[src/rtl/common_types_pkg.sv]
// Shared types and constants for the RAM dump controller.
// The HDR state only exists when RAM_DUMP_HEADER_EN is defined.
package common_types_pkg;

    typedef enum logic [2:0] {
        IDLE,
        ARM,
        READ,
        SEND,
        NEXT,
        DONE
`ifdef RAM_DUMP_HEADER_EN
        , HDR
`endif
    } dump_state_t;

    // Sent low byte first, so the wire order is A5 then 5A.
    localparam logic [15:0] RAM_DUMP_SYNC = 16'h5AA5;

    function automatic logic [31:0] word_addr(input logic [31:0] base, input logic [31:0] idx);
        return base + (idx << 2);
    endfunction

endpackage

[src/rtl/ram_dump_if.sv]
// RAM read port shared between the CPU and the dump controller.
interface ram_dump_if;
    logic        override_ctrl;
    logic [31:0] ram_addr;
    logic        ram_ren;
    logic [31:0] ram_rdata;
    logic        ram_ready;

    modport master (
        output override_ctrl, ram_addr, ram_ren,
        input  ram_rdata, ram_ready
    );

    modport slave (
        input  override_ctrl, ram_addr, ram_ren,
        output ram_rdata, ram_ready
    );
endinterface

[src/rtl/ram_dump_ctrl_uart_tx_byte.sv]
// 8N1 UART byte transmitter; each bit lasts BAUD_DIV clocks, line idles high.
module uart_tx_byte #(
    parameter int unsigned BAUD_DIV = 434
) (
    input  logic       clk,
    input  logic       rst,
    input  logic       start,
    input  logic [7:0] data,
    output logic       busy,
    output logic       txd
);
    localparam int unsigned CW = $clog2(BAUD_DIV + 1);

    logic          active;
    logic [8:0]    shreg;
    logic [3:0]    bit_cnt;
    logic [CW-1:0] baud_cnt;
    logic          bit_end;
    logic          frame_end;

    assign bit_end   = (baud_cnt == CW'(BAUD_DIV - 1));
    assign frame_end = active && bit_end && (bit_cnt == 4'd9);
    // Free during the last stop-bit clock so a queued byte follows with no idle gap.
    assign busy      = active && !frame_end;

    always_ff @(posedge clk) begin
        if (rst) begin
            active   <= 1'b0;
            txd      <= 1'b1;
            shreg    <= 9'h1FF;
            bit_cnt  <= 4'd0;
            baud_cnt <= '0;
        end else if (start && !busy) begin
            active   <= 1'b1;
            txd      <= 1'b0;
            shreg    <= {1'b1, data};
            bit_cnt  <= 4'd0;
            baud_cnt <= '0;
        end else if (active) begin
            if (bit_end) begin
                baud_cnt <= '0;
                if (bit_cnt == 4'd9) begin
                    active <= 1'b0;
                    txd    <= 1'b1;
                end else begin
                    txd     <= shreg[0];
                    shreg   <= {1'b1, shreg[8:1]};
                    bit_cnt <= bit_cnt + 4'd1;
                end
            end else begin
                baud_cnt <= baud_cnt + CW'(1);
            end
        end
    end
endmodule

[src/rtl/ram_dump_ctrl.sv]
// On a halt rising edge, reads DUMP_WORDS words from RAM and streams them little-endian over UART.
// Define RAM_DUMP_HEADER_EN to prefix the stream with A5 5A and the 16-bit word count.
module ram_dump_ctrl
    import common_types_pkg::*;
#(
    parameter int unsigned BAUD_DIV   = 434,
    parameter int unsigned DUMP_WORDS = 1024,
    parameter logic [31:0] START_ADDR = 32'h0000_0000
) (
    input  logic           clk,
    input  logic           rst,
    input  logic           halt,
    ram_dump_if.master     bus,
    output logic           txd,
    output logic           busy,
    output logic           dump_done
);
    localparam int unsigned IW = $clog2(DUMP_WORDS + 1);
`ifdef RAM_DUMP_HEADER_EN
    localparam logic [31:0] HDR_WORD = {16'(DUMP_WORDS), RAM_DUMP_SYNC};
`endif

    dump_state_t   state;
    logic          halt_q;
    logic          halt_low_seen;
    logic [IW-1:0] index;
    logic [2:0]    sent;
    logic [31:0]   word;
    logic          sending;
    logic          tx_start;
    logic          tx_busy;
    logic [7:0]    tx_data;

`ifdef RAM_DUMP_HEADER_EN
    assign sending = (state == SEND) || (state == HDR);
`else
    assign sending = (state == SEND);
`endif
    assign tx_start = sending && !tx_busy && !sent[2];

    always_comb begin
        tx_data = word[8*sent[1:0] +: 8];
`ifdef RAM_DUMP_HEADER_EN
        if (state == HDR) tx_data = HDR_WORD[8*sent[1:0] +: 8];
`endif
    end

    always_ff @(posedge clk)
        if (state == READ && bus.ram_ready) word <= bus.ram_rdata;

    // halt_q clears in reset, so a halt held high through reset must be seen low once before it can arm.
    always_ff @(posedge clk) begin
        if (rst) begin
            state             <= IDLE;
            bus.override_ctrl <= 1'b0;
            bus.ram_ren       <= 1'b0;
            bus.ram_addr      <= 32'h0;
            busy              <= 1'b0;
            dump_done         <= 1'b0;
            halt_q            <= 1'b0;
            halt_low_seen     <= 1'b0;
            index             <= '0;
            sent              <= 3'd0;
        end else begin
            halt_q <= halt;
            if (!halt) halt_low_seen <= 1'b1;
            case (state)
                IDLE: if (halt && !halt_q && halt_low_seen) begin
                    state             <= ARM;
                    bus.override_ctrl <= 1'b1;
                    busy              <= 1'b1;
                    index             <= '0;
                    sent              <= 3'd0;
                end
                ARM: begin
`ifdef RAM_DUMP_HEADER_EN
                    state <= HDR;
`else
                    state        <= READ;
                    bus.ram_ren  <= 1'b1;
                    bus.ram_addr <= word_addr(START_ADDR, 32'(index));
`endif
                end
`ifdef RAM_DUMP_HEADER_EN
                HDR: begin
                    if (tx_start) begin
                        sent <= sent + 3'd1;
                    end else if (sent[2] && !tx_busy) begin
                        sent         <= 3'd0;
                        state        <= READ;
                        bus.ram_ren  <= 1'b1;
                        bus.ram_addr <= word_addr(START_ADDR, 32'(index));
                    end
                end
`endif
                READ: if (bus.ram_ready) begin
                    bus.ram_ren <= 1'b0;
                    sent        <= 3'd0;
                    state       <= SEND;
                end
                SEND: begin
                    if (tx_start) begin
                        sent <= sent + 3'd1;
                    end else if (sent[2] && !tx_busy) begin
                        sent  <= 3'd0;
                        state <= NEXT;
                    end
                end
                NEXT: begin
                    index <= index + IW'(1);
                    if (index == IW'(DUMP_WORDS - 1)) begin
                        state             <= DONE;
                        bus.override_ctrl <= 1'b0;
                        busy              <= 1'b0;
                        dump_done         <= 1'b1;
                    end else begin
                        state        <= READ;
                        bus.ram_ren  <= 1'b1;
                        bus.ram_addr <= word_addr(START_ADDR, 32'(index) + 32'd1);
                    end
                end
                DONE: if (!halt) begin
                    state     <= IDLE;
                    dump_done <= 1'b0;
                end
                default: state <= IDLE;
            endcase
        end
    end

    uart_tx_byte #(.BAUD_DIV(BAUD_DIV)) u_tx (
        .clk   (clk),
        .rst   (rst),
        .start (tx_start),
        .data  (tx_data),
        .busy  (tx_busy),
        .txd   (txd)
    );
endmodule

[src/flat_wrapper.sv]
// flat-port wrapper written by rule: the top's interface ports become plain ports
module ram_dump_ctrl_flat import common_types_pkg::*;
#(
    parameter int unsigned BAUD_DIV   = 434,
    parameter int unsigned DUMP_WORDS = 1024,
    parameter logic [31:0] START_ADDR = 32'h0000_0000
)
  (clk, rst, halt, txd, busy, dump_done, bus_override_ctrl, bus_ram_addr, bus_ram_ren, bus_ram_rdata, bus_ram_ready);
  ram_dump_if bus_i ();
  input  logic clk;
  input  logic rst;
  input  logic halt;
  output logic txd;
  output logic busy;
  output logic dump_done;
  output wire logic [$bits(bus_i.override_ctrl)-1:0] bus_override_ctrl;
  output wire logic [$bits(bus_i.ram_addr)-1:0] bus_ram_addr;
  output wire logic [$bits(bus_i.ram_ren)-1:0] bus_ram_ren;
  input wire logic [$bits(bus_i.ram_rdata)-1:0] bus_ram_rdata;
  input wire logic [$bits(bus_i.ram_ready)-1:0] bus_ram_ready;
  assign bus_override_ctrl = bus_i.override_ctrl;
  assign bus_ram_addr = bus_i.ram_addr;
  assign bus_ram_ren = bus_i.ram_ren;
  assign bus_i.ram_rdata = bus_ram_rdata;
  assign bus_i.ram_ready = bus_ram_ready;
  ram_dump_ctrl #(.BAUD_DIV(BAUD_DIV), .DUMP_WORDS(DUMP_WORDS), .START_ADDR(START_ADDR)) u_core (.clk(clk), .rst(rst), .halt(halt), .bus(bus_i), .txd(txd), .busy(busy), .dump_done(dump_done));
endmodule
[config.mk]
export PLATFORM = sky130hd
export DESIGN_NAME = ram_dump_ctrl_flat
export DESIGN_NICKNAME = d
export VERILOG_FILES = /design/src/rtl/common_types_pkg.sv /design/src/rtl/ram_dump_if.sv /design/src/rtl/ram_dump_ctrl_uart_tx_byte.sv /design/src/rtl/ram_dump_ctrl.sv /design/src/flat_wrapper.sv
export SDC_FILE = /design/constraint.sdc
export NUM_CORES = 1
export LEC_CHECK = 0
export BUFFER_PORTS_ARGS = -buffer_cell sky130_fd_sc_hd__buf_4
export CAP_MARGIN = 20
export CORE_ASPECT_RATIO = 2
export CORE_UTILIZATION = 60
export DETAILED_ROUTE_END_ITERATION = 8
export PLACE_DENSITY = 0.91
export SLEW_MARGIN = 20
export SYNTH_ARGS = -nofsm -noshare
export SYNTH_HDL_FRONTEND = slang
export SYNTH_SLANG_ARGS = --single-unit
[constraint.sdc]
create_clock -name clk -period 9.35 [get_ports clk]
set_input_delay 0.935 -clock clk [delete_from_list [all_inputs] [get_ports clk]]
set_output_delay 0.935 -clock clk [all_outputs]
set_load 0.05 [all_outputs]
==> flow_metrics.env, run 1 <==
export IMPL_synth_cell_types=54
export IMPL_pin_count=73
export IMPL_cap_violations=0
export IMPL_area_delta_synth_final_pct=15.3
export IMPL_whs_path_depth=2
export IMPL_ant_nets=0
export IMPL_ys_flop_type="dfxtp_1"
export IMPL_final_cells=510
export IMPL_cts_sinks=89
export IMPL_worstSetupPathType="reg2reg"
export IMPL_preCtsSetupSlack_ns=6.89
export IMPL_drc=0
export IMPL_grt_start_max_net_pins=45
export IMPL_synth_xor_area_share_pct=3.04
export IMPL_finalCritPeriodShare_pct=27.7
export IMPL_clkLatencyLatePin_ns=0.35
export IMPL_synth_top_family_by_area="simple AND/OR/NAND/NOR gates"
export IMPL_finalNetCount=462
export IMPL_hold_end="u_core.halt_low_seen"
export IMPL_worstSetupStartpointType="flip-flop"
export IMPL_worstSetupEndpointType="flip-flop"
export IMPL_worst_pin_slew_ns=0.722
export IMPL_cts_buffers=9
export IMPL_regToRegStartpoint="u_core.state[1]"
export IMPL_yosys_warnings=0
export IMPL_die_x_um=59.9
export IMPL_drt_pre_antenna_iters=5
export IMPL_synth_area_per_cell_um2=10.7
export IMPL_cts_reportedPaths_clkPinSlew_ns=0.06
export IMPL_synth_edf_count=32
export IMPL_reg2reg_depth=5
export IMPL_grt_pass1_vias=3003
export IMPL_async_flop_share_pct=0
export IMPL_worstHoldStart="u_core.halt_low_seen"
export IMPL_place_inst=494
export IMPL_hpwl_um=5990
export IMPL_drtIter0Drc=245
export IMPL_gr_total_overflow=0
export IMPL_synthMuxAreaShare_pct=5.50
export IMPL_synth_seq_cells=89
export IMPL_power_density_mw_per_mm2=258
export IMPL_cp_cell_sequence="or3b_1, clkinv_1, o31ai_1, nand2_1, a211oi_1"
export IMPL_antenna_found_initial=0
export IMPL_drv_slew=0
export IMPL_row_count=41
export IMPL_setup_ws_ns=6.76
export IMPL_slew_headroom_pct=51.6
export IMPL_io_buffer_count=52
export IMPL_fin_util_pct=72.4
export IMPL_cp_max_fo=18
export IMPL_tritoncts="yes"
export IMPL_routedWlPerCell_um=17.5
export IMPL_cts_resized=0
export IMPL_post_cts_buffers=0
export IMPL_htreeDepth=3
export IMPL_cp_arrival_ns=2.84
export IMPL_hold_viol=0
export IMPL_routed_via_density=6.12
export IMPL_synth_area_leaders="dfxtp_1 28%, edfxtp_1 24%, mux4_2 4.5%"
export IMPL_max_stage_delay_ns=0.56
export IMPL_syn_inst=376
export IMPL_place_gp_congestion=0.874
export IMPL_timing_setup_tns_ns=0
export IMPL_setup_viol_count_final=0
export IMPL_synthSimpleGateAreaFrac_pct=15.1
export IMPL_max_freq_mhz=386
export IMPL_reg2reg_slack_ns=6.76
export IMPL_wirelength_um=8930
export IMPL_critPathSlowestCell="or3b_1"
export IMPL_start_util_pct=62.8
export IMPL_coreArea_mm2=0.00641
export IMPL_post_synth_top_count_cell="dfxtp_1"
export IMPL_min_period_ns=2.59
export IMPL_p_leak_nw=1.75
export IMPL_hold_path_class="reg2reg"
export IMPL_clock_skew_ns=0.00747
export IMPL_postCtsHoldBufs=0
export IMPL_outcome="finished clean"
export IMPL_netlist_area_mm2=0.00403
export IMPL_synth_compound_gate_area_share_pct=14.1
export IMPL_root_buffer="clkbuf_16"
export IMPL_chipHeight_um=118
export IMPL_grt_usage_pct=27.3
export IMPL_r2r_end="u_core.bus.ram_addr[2]"
export IMPL_num_antenna_cells=0
export IMPL_dieArea_mm2=0.00707
export IMPL_yosysTopAreaCell="dfxtp_1"
export IMPL_worst_path_buf_inv=1
export IMPL_crit_family="simple AND/OR/NAND/NOR gates"
export IMPL_num_vias=3119
export IMPL_ys_top_cells_by_count="57 x dfxtp_1, 32 x edfxtp_1, 24 x a21oi_1, 23 x nor2_1, 21 x buf_4"
export IMPL_yosys_area_share_adder_pct=2.17
export IMPL_rsz0062_at_grt="false"
export IMPL_vdd_drop_max_v=0.000238
export IMPL_ys_seq_area_share_pct=52.2
export IMPL_yosysTopAreaCellShare_pct=28.3
export IMPL_grt_pass1_wl_um=14100
export IMPL_drive_gt1_share_pct=19.6
export IMPL_clock_path_buffers=2
export IMPL_cp_required_ns=9.59
worst reg2reg max path, delay by kind of cell (launching register included):
family / cells / cell delay [ns]
simple gates: 2 / 0.92
compound gates: 2 / 0.59
flops: 1 / 0.54
buf+inv: 1 / 0.44
where the power goes:
part           leakage [nW]  internal [mW]  switching, mW
clock network         0.129          0.188          0.146
registers             0.754          0.462         0.0467
logic                 0.867          0.117          0.239
flip-flops by register name, summed over array words and instances, names as in the netlist, 3 cells and up:
register,count
u_core.state,3
u_core.index,11
u_core.bus.ram_addr,12
u_core.u_tx.shreg,8
u_core.u_tx.baud_cnt,9
u_core.sent,3
u_core.u_tx.bit_cnt,4
u_core.word,32
cells by family after synthesis:
logic type                 after synthesis
adders and majority gates                7
DFF                                     89
AOI/OAI and AO/OA                       86
muxes                                   12
xor gates and xnor gates                14
and+or+nand+nor                        109
other                                    1
buffers and inverters                   58
per-layer routing:
layer | wire [um] | part of all wire (%) | vias to the layer above | track usage, %
met2 | 5040 | 56 | 115 | 47.9
li1 | - | - | 1447 | -
met4 | 338 | 3.8 | 0 | 14.4
met1 | 3170 | 36 | 1525 | 28.4
met3 | 382 | 4.3 | 32 | 6.37
met5 | 0 | 0 | - | 0
final cells by class:
type	instances	area [um2]
Sequential cell	89	2100
Fill cell	454	1770
Multi-Input combinational cell	248	1690
Timing Repair Buffer	55	413
Clock buffer	12	246
Tap cell	86	108
Inverter	16	60.1
Clock inverter	4	28.8
how the worst max path moves through the flow:
stage,start,to,cells after the start
final,u_core.state[1],u_core.bus.ram_addr[2],5
after global routing,u_core.state[1],u_core.bus.ram_addr[2],5
after CTS,u_core.state[1],u_core.bus.ram_addr[2],5
after detailed placement,u_core.state[1],u_core.bus.ram_addr[2],5
after global placement,u_core.state[1],u_core.bus.ram_addr[2],5
after floorplan,bus_ram_ready,u_core.word[0],2
through the flow:
| step | hold slack, ns | cell area [um2] | power, mW |
|---|---|---|---|
| after floorplan | 0.434 | 4100 | 0.771 |
| after global placement | 0.455 | 4370 | 0.842 |
| after detailed placement | 0.460 | 4370 | 0.858 |
| after CTS | 0.469 | 4640 | 1.19 |
| after global routing | 0.503 | 4640 | 1.24 |
| final | 0.467 | 4640 | 1.20 |
cells in the final DEF, fill, tap and decap left out, types with 9 or more instances in the layout:
cell       netlist  layout
edfxtp_1        32      32
o21ai_0         13      13
inv_1           15      15
dfxtp_1         57      57
conb_1           1      20
a21oi_1         24      24
a211oi_1        10      10
nor2_1          23      23
nand3_1         16      16
nor3_1          17      16
nand2_1         12      12
buf_4           21      55
clkbuf_16        0       9
Power figures use the tool's default switching activity.
==> run 2: changes to the inputs <==
--- a/config.mk
+++ b/config.mk
@@ -8,9 +8,9 @@
 export BUFFER_PORTS_ARGS = -buffer_cell sky130_fd_sc_hd__buf_4
 export CAP_MARGIN = 20
 export CORE_ASPECT_RATIO = 2
-export CORE_UTILIZATION = 60
+export CORE_UTILIZATION = 55
 export DETAILED_ROUTE_END_ITERATION = 8
-export PLACE_DENSITY = 0.91
+export PLACE_DENSITY = 0.85
 export SLEW_MARGIN = 20
 export SYNTH_ARGS = -nofsm -noshare
 export SYNTH_HDL_FRONTEND = slang
==> constraint.sdc (replaced) <==
create_clock -name clk -period 2.4 [get_ports clk]
set_input_delay 0.24 -clock clk [delete_from_list [all_inputs] [get_ports clk]]
set_output_delay 0.24 -clock clk [all_outputs]
set_load 0.05 [all_outputs]
==> run 2 against run 1 <==
Compared with the run above:
- sequential share of layout area is 0.91 points lower
- core utilization fell by 4.7 points
- register-to-register slack got worse by 6.6 ns
- clock power rose to 4.3 times the previous value
- hold slack lost 0.40 ns
- largest cell class unchanged
- highest routed layer unchanged
==> flow_metrics.env, run 2 (synthesis gave the netlist of run 1 again) <==
export IMPL_critPathSlowestCell="dfxtp_1"
export IMPL_post_cts_buffers=0
export IMPL_clkLatencyLatePin_ns=0.34
export IMPL_max_stage_delay_ns=0.52
export IMPL_setup_viol_count_final=0
export IMPL_layout_commonest_cell="buf_4"
export IMPL_clock_path_buffers=2
export IMPL_cp_cell_sequence="or3b_1, clkinv_1, o31ai_1, nand2_1, a311oi_1"
export IMPL_finalCritPeriodShare_pct=91.6
export IMPL_hpwl_um=6140
export IMPL_io_buffer_count=52
export IMPL_cp_required_ns=2.64
export IMPL_clock_skew_ns=0.00533
export IMPL_cts_buffers=9
export IMPL_p_switching_mw=1.68
export IMPL_cp_max_fo=10
export IMPL_grt_pass1_wl_um=14200
export IMPL_largestRegisters="u_core.word: 32 flops, u_core.bus.ram_addr: 12 flops, u_core.index: 11 flops"
export IMPL_drv_slew=0
export IMPL_cellInternalPower_mw=3.13
export IMPL_cts_sinks=89
export IMPL_cts_reportedPaths_clkPinSlew_ns=0.06
export IMPL_root_buffer="clkbuf_16"
export IMPL_grt_pass1_vias=3063
export IMPL_switching_share_pct=34.9
export IMPL_ant_nets=0
export IMPL_die_x_um=62.5
export IMPL_coreArea_mm2=0.00699
export IMPL_cap_violations=0
export IMPL_finalNetCount=469
export IMPL_top_register="u_core.word"
export IMPL_grt_usage_pct=24.1
export IMPL_p_seq_share_pct=40.3
export IMPL_rsz0062_at_grt="false"
export IMPL_max_freq_mhz=455
export IMPL_num_antenna_cells=0
export IMPL_place_area_mm2=0.00443
export IMPL_tritoncts="yes"
export IMPL_p_comb_share_pct=30.0
export IMPL_worstSetupStartpointType="flip-flop"
export IMPL_chipHeight_um=123
export IMPL_pwr_share_clk_pct=29.7
export IMPL_place_gp_congestion=0.879
export IMPL_hold_path_class="in2reg"
export IMPL_cts_resized=0
export IMPL_drtIter0Drc=230
export IMPL_fin_area_mm2=0.00474
export IMPL_final_cells=521
export IMPL_dieArea_mm2=0.00769
export IMPL_postCtsHoldBufs=0
export IMPL_outcome="finished clean"
export IMPL_routed_via_density=5.96
export IMPL_drive_gt1_share_pct=21.1
export IMPL_gr_total_overflow=0
export IMPL_power_density_mw_per_mm2=1010
export IMPL_layout_common_cells="62 x buf_4, 57 x dfxtp_1, 32 x edfxtp_1"
export IMPL_antenna_found_initial=0
export IMPL_htreeDepth=3
export IMPL_worstSetupPathType="reg2reg"
export IMPL_worst_pin_slew_ns=0.804
export IMPL_grt_start_max_net_pins=45
export IMPL_worstSetupEndpointType="flip-flop"
export IMPL_min_period_ns=2.20
export IMPL_pin_count=73
export IMPL_largest_reg_flops=32
export IMPL_place_inst=505
export IMPL_slew_headroom_pct=46.0
export IMPL_start_util_pct=57.6
export IMPL_routedWlPerCell_um=17.0
export IMPL_p_leak_nw=1.80
export IMPL_num_vias=3106
export IMPL_hold_viol=0
export IMPL_timing_setup_tns_ns=0
export IMPL_drt_pre_antenna_iters=7
export IMPL_vdd_drop_max_v=0.000881
export IMPL_area_delta_synth_final_pct=17.6
export IMPL_row_count=43
export IMPL_cp_arrival_ns=2.44
export IMPL_drc=0
export IMPL_wirelength_um=8830
run 2: changes by cell type in the layout (fill, tap and decap cells not counted):
cell and change:
nor3_4 +1, clkbuf_1 -1, nor3_2 -1, bufinv_16 +1, clkinv_4 +2, clkinv_2 -1, clkinvlp_4 -1, buf_4 +7
run 2: critical path: cells and delay by family, from the launching register on:
family,cells,cell delay [ns]
flops,1,0.52
buf+inv,1,0.28
simple gates,2,0.71
compound gates,2,0.58
run 2: per-stage QoR:
| stage | hold slack, ns | util, % | worst slack (ns) | power [mW] |
|---|---|---|---|---|
| after global routing | 0.0607 | 67.8 | 0.0671 | 5.02 |
| after detailed placement | 0.419 | 63.4 | 0.267 | 3.39 |
| final | 0.0692 | 67.8 | 0.202 | 4.81 |
| after CTS | 0.0624 | 67.8 | 0.248 | 4.82 |
| after floorplan | 0.336 | - | 0.428 | 3.01 |
| after global placement | 0.418 | 63.4 | 0.411 | 3.35 |
run 2: final cells by class:
type	count	area, um2
clock buffer	11	243
clock inverter	5	63.8
fill	532	2250
inverter	16	60.1
multi-input combinational	248	1690
sequential	89	2100
tap	90	113
timing repair buffer	62	465
run 2: worst paths after layout:
check / from / end / slack, ns / depth (start not counted)
worst max register to register: u_core.state[0] / u_core.bus.ram_addr[6] / 0.20 / 5
worst max-delay path: u_core.state[0] / u_core.bus.ram_addr[6] / 0.20 / 5
worst min-delay path: bus_ram_rdata[16] / u_core.word[16] / 0.07 / 1
worst min register to register: u_core.halt_low_seen / u_core.halt_low_seen / 0.46 / 2
run 2: per-layer routing:
layer  wire length (um)  part of all wire, %  GRT usage, %  vias up
met3                403                  4.6          4.15       41
met2               4810                   54          43.1      124
met4                380                  4.3          16.3        0
li1                   -                    -             -     1468
met5                  0                    0             0        -
met1               3240                   37          25.8     1473
run 2: power by group through the flow:
stage	Combinational (mW)	Clock, mW	Sequential (mW)
floorplan	0.770	0	2.24
global placement	1.40	0	1.95
detailed placement	1.43	0	1.96
CTS	1.44	1.44	1.94
global route	1.55	1.51	1.96
finish	1.44	1.43	1.94
==> run 3: changes to the inputs <==
==> constraint.sdc (replaced) <==
create_clock -name clk -period 2.4 [get_ports clk]
set_input_delay 0.12 -clock clk [delete_from_list [all_inputs] [get_ports clk]]
set_output_delay 0.12 -clock clk [all_outputs]
set_load 0.005 [all_outputs]
==> run 3 against run 2 <==
Compared with the run above:
- hold slack gained 0.15 ns
- maximum frequency shrank 1.3%
- first-iteration DRC count grew 7.8%
- global-route usage grew 4.2 points
- clock power is essentially flat
- routed wire length grew 17%
- non-clock buffer count grew 33
- register-to-register slack lost 0.03 ns
- flip-flop and latch count is the same
==> flow_metrics.env, run 3 (synthesis gave the netlist of run 1 again) <==
export IMPL_finalNetCount=502
export IMPL_critPathSlowestCell="dfxtp_1"
export IMPL_clkLatencyLatePin_ns=0.35
export IMPL_gr_usage_met2_pct=51.4
export IMPL_antenna_found_initial=0
export IMPL_r2r_end="u_core.bus.ram_addr[9]"
export IMPL_largest_reg_flops=32
export IMPL_drv_slew=0
export IMPL_outcome="finished clean"
export IMPL_fillers=475
export IMPL_cts_buffers=9
export IMPL_worstHoldStart="rst"
export IMPL_grt_pass1_vias=3381
export IMPL_worstSetupStartpointType="flip-flop"
export IMPL_worstSetupEndpointType="flip-flop"
export IMPL_slew_headroom_pct=46.9
export IMPL_place_inst=505
export IMPL_num_vias=3323
export IMPL_grt_busiest_layer="met2"
export IMPL_routed_via_density=5.99
export IMPL_layout_common_cells="62 x buf_4, 57 x dfxtp_1, 33 x dlygate4sd3_1"
export IMPL_cap_violations=0
export IMPL_cp_arrival_ns=2.47
export IMPL_coreArea_mm2=0.00699
export IMPL_io_buffer_count=52
export IMPL_reg2reg_depth=5
export IMPL_chipHeight_um=123
export IMPL_worstSetupPathType="reg2reg"
export IMPL_startpoint="u_core.state[0]"
export IMPL_timing_setup_tns_ns=0
export IMPL_hold_end="u_core.index[0]"
export IMPL_fin_util_pct=72.5
export IMPL_drc=0
export IMPL_ant_nets=0
export IMPL_wirelength_um=10300
export IMPL_grt_usage_pct=28.3
export IMPL_hold_viol=0
export IMPL_routedWlPerCell_um=18.6
export IMPL_hpwl_um=6140
export IMPL_finalPower_mw=4.53
export IMPL_largestRegisters="u_core.word: 32 flops, u_core.bus.ram_addr: 12 flops, u_core.index: 11 flops"
export IMPL_post_cts_buffers=0
export IMPL_grt_start_max_net_pins=45
export IMPL_rsz0062_at_grt="false"
export IMPL_tritoncts="yes"
export IMPL_hold_slack_ns=0.217
export IMPL_grt_use_met1_pct=29.1
export IMPL_row_count=43
export IMPL_gr_total_overflow=0
export IMPL_clock_path_buffers=2
export IMPL_setup_viol_count_final=0
export IMPL_use_met3_pct=5.26
export IMPL_cp_max_fo=10
export IMPL_reg2reg_slack_ns=0.17
export IMPL_min_period_ns=2.23
export IMPL_ff_latch_area_mm2=0.00210
export IMPL_root_buffer="clkbuf_16"
export IMPL_area_delta_synth_final_pct=25.9
export IMPL_htreeDepth=3
export IMPL_layout_commonest_cell="buf_4"
export IMPL_hold_path_class="in2reg"
export IMPL_multi_input_area_mm2=0.00169
export IMPL_whs_path_depth=2
export IMPL_drt_pre_antenna_iters=5
export IMPL_cts_sinks=89
export IMPL_clock_skew_ns=0.00544
export IMPL_power_density_mw_per_mm2=893
export IMPL_cp_cell_sequence="or3b_1, clkinv_1, o31ai_1, nand2_1, a311oi_1"
export IMPL_grt_pass1_wl_um=16300
export IMPL_die_x_um=62.5
export IMPL_drive_gt1_share_pct=19.6
export IMPL_cp_required_ns=2.65
export IMPL_regToRegStartpoint="u_core.state[0]"
export IMPL_top_register="u_core.word"
export IMPL_vdd_drop_max_v=0.000765
export IMPL_cts_reportedPaths_clkPinSlew_ns=0.07
export IMPL_final_cells=555
export IMPL_worst_pin_slew_ns=0.792
export IMPL_p_leak_nw=1.94
export IMPL_pin_count=73
export IMPL_max_stage_delay_ns=0.53
export IMPL_finalCritPeriodShare_pct=92.8
export IMPL_max_freq_mhz=449
export IMPL_drtIter0Drc=248
export IMPL_dieArea_mm2=0.00769
export IMPL_place_gp_congestion=0.879
export IMPL_start_util_pct=57.6
## run 3: cell types whose count changed in the layout (fill, tap and decap cells not counted), sizes merged
cell / before / now
dlygate4sd3: 0 / 33
diode: 0 / 1
## run 3: how the worst max path moves through the flow
stage	slack, ns	end
2_1_floorplan	0.43	u_core.word[0]
3_3_place_gp	0.41	u_core.bus.ram_addr[10]
3_5_place_dp	0.27	u_core.bus.ram_addr[6]
4_1_cts	0.25	u_core.bus.ram_addr[6]
5_1_grt	0.05	u_core.bus.ram_addr[9]
6_report	0.17	u_core.bus.ram_addr[9]
## run 3: layer usage
metal  routed length, um  up-vias  share of wire, %
met2                5660      159                55
met5                   0        -                 0
met1                3620     1592                35
met4                 508        0               4.9
li1                    -     1532                 -
met3                 544       40               5.3
## run 3: power by group
part           internal [mW]  leakage [nW]  switching (mW)  total, mW
registers               1.80         0.754           0.150       1.95
clock network          0.843         0.146           0.610       1.45
logic                  0.514          1.04           0.608       1.12
## run 3: critical path, delay by kind of cell (launching register included)
kind	cells	cell delay, ns
compound gates	2	0.58
flops	1	0.53
buf+inv	1	0.28
simple gates	2	0.74
## run 3: what timing repair did
| action | 4_1_cts | 5_1_grt |
|---|---|---|
| hold buffers | 33 | 0 |
| gates resized for setup | 0 | 0 |
| hold endpoints to repair | 33 | 0 |
## run 3: through the flow
stage	setup WS, ns	cell area [um2]
6_report	0.173	5070
5_1_grt	0.0451	5070
4_1_cts	0.248	5070
3_5_place_dp	0.267	4430
3_3_place_gp	0.411	4430
2_1_floorplan	0.428	4110
## run 3: area by class of cell
| type | instances | share of cell area (%) |
|---|---|---|
| sequential | 89 | 41.4 |
| multi-input combinational | 248 | 33.4 |
| timing repair buffer | 95 | 15.7 |
| clock buffer | 11 | 4.79 |
| tap | 90 | 2.22 |
| clock inverter | 5 | 1.26 |
| inverter | 16 | 1.18 |
| antenna | 1 | 0.0493 |
